<file path="config.mk">
export PLATFORM = sky130hd
export DESIGN_NAME = io_hold_bank
export DESIGN_NICKNAME = d
export VERILOG_FILES = /design/src/rtl/io_hold_bank.sv
export SDC_FILE = /design/constraint.sdc
export NUM_CORES = 1
export LEC_CHECK = 0
export BUFFER_PORTS_ARGS = -buffer_cell sky130_fd_sc_hd__buf_4
export CAP_MARGIN = 5
export CORE_AREA = 2 2 111 113
export CTS_CLUSTER_DIAMETER = 40
export DETAILED_ROUTE_END_ITERATION = 6
export DIE_AREA = 0 0 113 115
export GPL_TIMING_DRIVEN = 1
export PLACE_DENSITY = 0.87
export SKIP_CTS_REPAIR_TIMING = 1
export SLEW_MARGIN = 5
export SYNTH_ARGS = -nofsm -noshare
export SYNTH_HDL_FRONTEND = slang
export SYNTH_SLANG_ARGS = --single-unit
</file>
<file path="constraint.sdc">
create_clock -name clk -period 5.7 [get_ports clk]
set_input_delay 0.855 -clock clk [delete_from_list [all_inputs] [get_ports clk]]
set_output_delay 0.855 -clock clk [all_outputs]
set_load 0.01 [all_outputs]
</file>
<file path="src/rtl/io_hold_bank.sv">
// io_hold_bank: multi-channel IO input hold bank.
//   Each channel's raw IO is synchronised (2 flops), debounced, and tracked
//   for changes. A bus write to a channel's address captures its debounced
//   value into a hold register; a bus read returns a hold register one cycle
//   later.
// Ports:
//   clk        system clock, rising edge
//   reset      asynchronous, active-low reset
//   io_in      raw IO, channel i at [i*WIDTH +: WIDTH]
//   address    bus address (channel i at BASE_ADDR+i)
//   writemem   capture strobe
//   readmem    read strobe
//   data_out   registered read data (0 when no valid read)
//   hold_out   all hold registers, packed like io_in
//   changed    per-channel sticky "debounced value changed since capture"
//   addr_err   one-cycle pulse on an access outside the channel range

// Per-channel lane: synchroniser, debouncer, hold register, change flag.
module io_hold_lane #(
    parameter int WIDTH    = 8,
    parameter int DEBOUNCE = 3
) (
    input  logic             clk,
    input  logic             reset,
    input  logic [WIDTH-1:0] io_in,
    input  logic             capture,
    output logic [WIDTH-1:0] hold,
    output logic             changed
);
    localparam int CW = $clog2(DEBOUNCE) + 1;
    localparam logic [CW-1:0] CNT_MAX = CW'(DEBOUNCE - 1);

    logic [WIDTH-1:0] sync1, sync2, cand, stable;
    logic [CW-1:0]    cnt;
    logic             settle, upd;

    // cnt saturates at CNT_MAX, so equality is the "done" test
    assign settle = (sync2 == cand) && (cnt == CNT_MAX);
    assign upd    = settle && (cand != stable);

    always_ff @(posedge clk or negedge reset) begin
        if (!reset) begin
            sync1   <= '0;
            sync2   <= '0;
            cand    <= '0;
            cnt     <= '0;
            stable  <= '0;
            hold    <= '0;
            changed <= 1'b0;
        end else begin
            sync1 <= io_in;
            sync2 <= sync1;
            if (sync2 != cand) begin
                cand <= sync2;
                cnt  <= '0;
            end else if (cnt != CNT_MAX) begin
                cnt <= cnt + 1'b1;
            end else begin
                stable <= cand;
            end
            // capture takes the pre-edge stable value
            if (capture)
                hold <= stable;
            // a new stable value beats a same-edge capture clear
            if (upd)
                changed <= 1'b1;
            else if (capture)
                changed <= 1'b0;
        end
    end
endmodule

module io_hold_bank #(
    parameter int                WIDTH     = 8,
    parameter int                CHANNELS  = 4,
    parameter int                ADDR_W    = 8,
    parameter logic [ADDR_W-1:0] BASE_ADDR = '0,
    parameter int                DEBOUNCE  = 3
) (
    input  logic                      clk,
    input  logic                      reset,
    input  logic [CHANNELS*WIDTH-1:0] io_in,
    input  logic [ADDR_W-1:0]         address,
    input  logic                      writemem,
    input  logic                      readmem,
    output logic [WIDTH-1:0]          data_out,
    output logic [CHANNELS*WIDTH-1:0] hold_out,
    output logic [CHANNELS-1:0]       changed,
    output logic                      addr_err
);
    typedef struct packed {
        logic [ADDR_W-1:0] addr;
        logic              wr;
        logic              rd;
    } bus_req_t;

    bus_req_t                          req;
    logic [ADDR_W:0]                   diff;
    logic [ADDR_W-1:0]                 idx;
    logic                              in_range;
    logic [CHANNELS-1:0][WIDTH-1:0]    hold_arr;
    logic [WIDTH-1:0]                  rd_data;

    assign req = '{addr: address, wr: writemem, rd: readmem};

    // Extra top bit acts as the borrow: set when address < BASE_ADDR.
    assign diff     = {1'b0, req.addr} - {1'b0, BASE_ADDR};
    assign idx      = diff[ADDR_W-1:0];
    assign in_range = !diff[ADDR_W] && (idx < ADDR_W'(CHANNELS));

    for (genvar i = 0; i < CHANNELS; i++) begin : g_lane
        io_hold_lane #(.WIDTH(WIDTH), .DEBOUNCE(DEBOUNCE)) u_lane (
            .clk     (clk),
            .reset   (reset),
            .io_in   (io_in[i*WIDTH +: WIDTH]),
            .capture (req.wr && in_range && (idx == ADDR_W'(i))),
            .hold    (hold_arr[i]),
            .changed (changed[i])
        );
    end

    assign hold_out = hold_arr;

    always_comb begin
        rd_data = '0;
        for (int i = 0; i < CHANNELS; i++)
            if (idx == ADDR_W'(i))
                rd_data = hold_arr[i];
    end

    // hold_arr is the pre-edge value, so read-during-capture returns old data
    always_ff @(posedge clk or negedge reset) begin
        if (!reset) begin
            data_out <= '0;
            addr_err <= 1'b0;
        end else begin
            data_out <= (req.rd && in_range) ? rd_data : '0;
            addr_err <= (req.rd || req.wr) && !in_range;
        end
    end
endmodule
</file>
==> results.cfg <==
[outcome]
status = finished, violations left
failed_checks = DRC

[sta]
final.setup_skew_ps = 7.47
tns_ps = 0
layout_min_cycle_time_ps = 2350
slew_violations = 0
finalWorstSetupSlack_ps = 3350
tightest_slew_ps = 866
min_period_over_period_pct = 41.2
rsz0062_at_grt = no
finalHoldViolations = 0
setup_viol = 0
max_freq_ghz = 0.426
slew_headroom_pct = 42.3

[worst_setup_path]
cp_slowest_cell = or4_4
crit_path_max_fanout = 9
r2r_start = g_lane[2].u_lane.cand[0]$_DFFE_PN0N_
endpoint_kind = flip-flop
cpLargestDelayFamily = simple AND/OR/NAND/NOR gates
arrival_ps = 2650
slowest_delay_ps = 530
worst_ep_required_time_ps = 6000
rr_worst_depth = 4
crit_path_start_kind = primary input
worst-path-buf-inv = 1
rrSetupSlack_ps = 3630
path_cells = buf_4 > or4_4 > nor3_4 > nand4b_2 > mux2_2
worstSetupPathType = primary input to flip-flop
worstReg2RegEnd = g_lane[2].u_lane.stable[3]$_DFFE_PN0P_

[layout]
drive_gt1_share_pct = 35.6
antenna_cells = 0
nets = 590
layout_common_cells = 185 x dfrtp_1, 89 x buf_4, 64 x mux2_2
syn_to_final_growth_pct = 18.6
multi_input_area_um2 = 2130
regArea_um2 = 4630
mostFrequentLayoutCell = dfrtp_1
fill_cells = 770

[floorplan]
io_pins = 89
die_h_um = 115
core_area_um2 = 11800
start_util_pct = 59.0
fp.dieArea_um2 = 13000
num_rows = 40
die_w_um = 113

[logic_synthesis]
synth-seq-cells = 185
synth-seq-area-share_pct = 66.5
syn_inst = 474
yosys_warnings = 0
syn_nets = 526
syn-cell-area_um2 = 6960
avgSynthCellArea_um2 = 14.7
synth_cell_types = 35

[power]
power_density_nw_per_um2 = 324
p_leak_nw = 3.98
power_frac_comb_pct = 3.9
power_frac_seq_pct = 51.6
power.share.clock_pct = 44.5
ir_drop_v = 0.000246
power_switching_mw = 0.548
internal-power_mw = 2.13
p_sw_share_pct = 20.5

[min_path]
hold_path.startpoint = g_lane[3].u_lane.sync1[0]$_DFF_PN0_
min_path_cells = 0
hp-class = flip-flop to flip-flop
hold_end = g_lane[3].u_lane.sync2[0]$_DFF_PN0_

[detailed_routing]
vias = 3766
drt_iter0_markers = 201
first_pass_iters = 7
antenna_left = 0
routedWlPerCell_um = 17.6
viasPerCell = 5.40
wl_mm = 12.3
drc = 8

[cts]
path_clk_slew_ps = 60
cts_tree = built
clk_latency_ps = 420
cts.path.max_buffers = 2
ctsHtreeMaxLevel = 4
cts_buffers = 17
clock_sinks = 185
cts-root-buf = clkbuf_16

[global_routing]
grt_max_degree = 73
first_global_vias = 4019
antenna_found_initial = 0
gr-total-overflow = 0
grt_pass1_wl_mm = 20.3
grt_usage_pct = 20.6

[placed_design]
dp_hpwl_mm = 8.68
place.gp.congestion = 0.790
pre_cts_ws_ps = 2930
io_buffers = 88

[job]
drv_cap = 0
-- how the worst max path moves through the flow --
stage | start | to | slack (ps) | cells after the start
after floorplan | address[7] | g_lane[1].u_lane.hold[0]$_DFFE_PN0P_ | 3260 | 4
after global placement | address[7] | g_lane[3].u_lane.hold[7]$_DFFE_PN0P_ | 2980 | 5
after detailed placement | address[7] | g_lane[1].u_lane.hold[0]$_DFFE_PN0P_ | 2930 | 5
after CTS | address[7] | g_lane[1].u_lane.hold[0]$_DFFE_PN0P_ | 3370 | 5
after global routing | address[7] | g_lane[1].u_lane.hold[4]$_DFFE_PN0P_ | 3270 | 5
final | address[7] | g_lane[1].u_lane.hold[3]$_DFFE_PN0P_ | 3350 | 5
-- metal layers --
layer | GRT usage, % | up-vias | wire length, um
met4 | 7.72 | 0 | 191
met3 | 6.48 | 15 | 616
met5 | 0 | - | 0
met2 | 34.9 | 79 | 6520
li1 | - | 1723 | -
met1 | 25.2 | 1949 | 4980
-- metrics by stage --
| stage | cells | instance area [um^2] | power [mW] | util, % | hold slack (ps) |
|---|---|---|---|---|---|
| 3_3_place_gp | 666 | 7640 | 1.50 | 64.7 | 332 |
| 3_5_place_dp | 666 | 7640 | 1.51 | 64.7 | 335 |
| 6_report | 698 | 8260 | 2.67 | 69.9 | 348 |
| 5_1_grt | 698 | 8260 | 2.77 | 69.9 | 354 |
| 2_1_floorplan | 474 | 6960 | 1.45 | - | 331 |
| 4_1_cts | 698 | 8260 | 2.70 | 69.9 | 349 |
-- cells in the mapped netlist, drive strengths merged --
cell type,instances,share of area (%)
xnor2,60,7.5
inv,6,0.32
nand3,3,0.29
xor2,8,1.0
nand2b,4,0.36
nor2b,1,0.090
nand2,4,0.22
o2bb2ai,4,0.50
dfrtp,185,66
mux2,64,10
and3,3,0.31
and2,2,0.20
nand4,14,1.3
or4,2,0.27
a21oi,1,0.072
nor3,6,0.59
nor4,5,0.45
or3,2,0.18
o211a,7,1.0
mux2i,9,1.3
buf,4,0.43
a2111oi,2,0.25
ha,8,1.4
mux4,2,0.65
o21ai,13,0.93
clkbuf,41,2.2
nor2,12,0.65
nand4b,2,0.56
-- power by group through the flow --
stage	clock [mW]	sequential, mW	combinational, mW
floorplan	0	1.40	0.0549
global placement	0	1.40	0.101
finish	1.19	1.38	0.105
CTS	1.21	1.38	0.107
detailed placement	0	1.40	0.106
global route	1.27	1.38	0.118
-- sequential cells by signal, indices dropped and copies added (netlist names) --
name,cells
addr_err,1
data_out,8
g_lane.u_lane.cand,32
g_lane.u_lane.changed,4
g_lane.u_lane.cnt,12
g_lane.u_lane.hold,32
g_lane.u_lane.stable,32
g_lane.u_lane.sync1,32
g_lane.u_lane.sync2,32
-- logic make-up after synthesis --
kind of cell,Yosys count,synth area share [%]
AO/OA/AOI/OAI,27,2.77
XOR/XNOR,68,8.55
adder cells (fa/ha/maj),8,1.44
buffers and inverters,51,2.96
flip-flops,185,66.5
multiplexers,75,12.3
AND/OR/NAND/NOR,60,5.50
-- layout make-up --
cell class              instances  area share, %
flip-flops and latches        185           56.1
multi-input cells             238           25.8
repair buffers                 90           8.23
clock buffers                  21           5.70
well taps                     147           2.23
clock inverters                11           1.76
inverters                       6          0.273
Note: power is estimated with default switching activity, not from simulation.
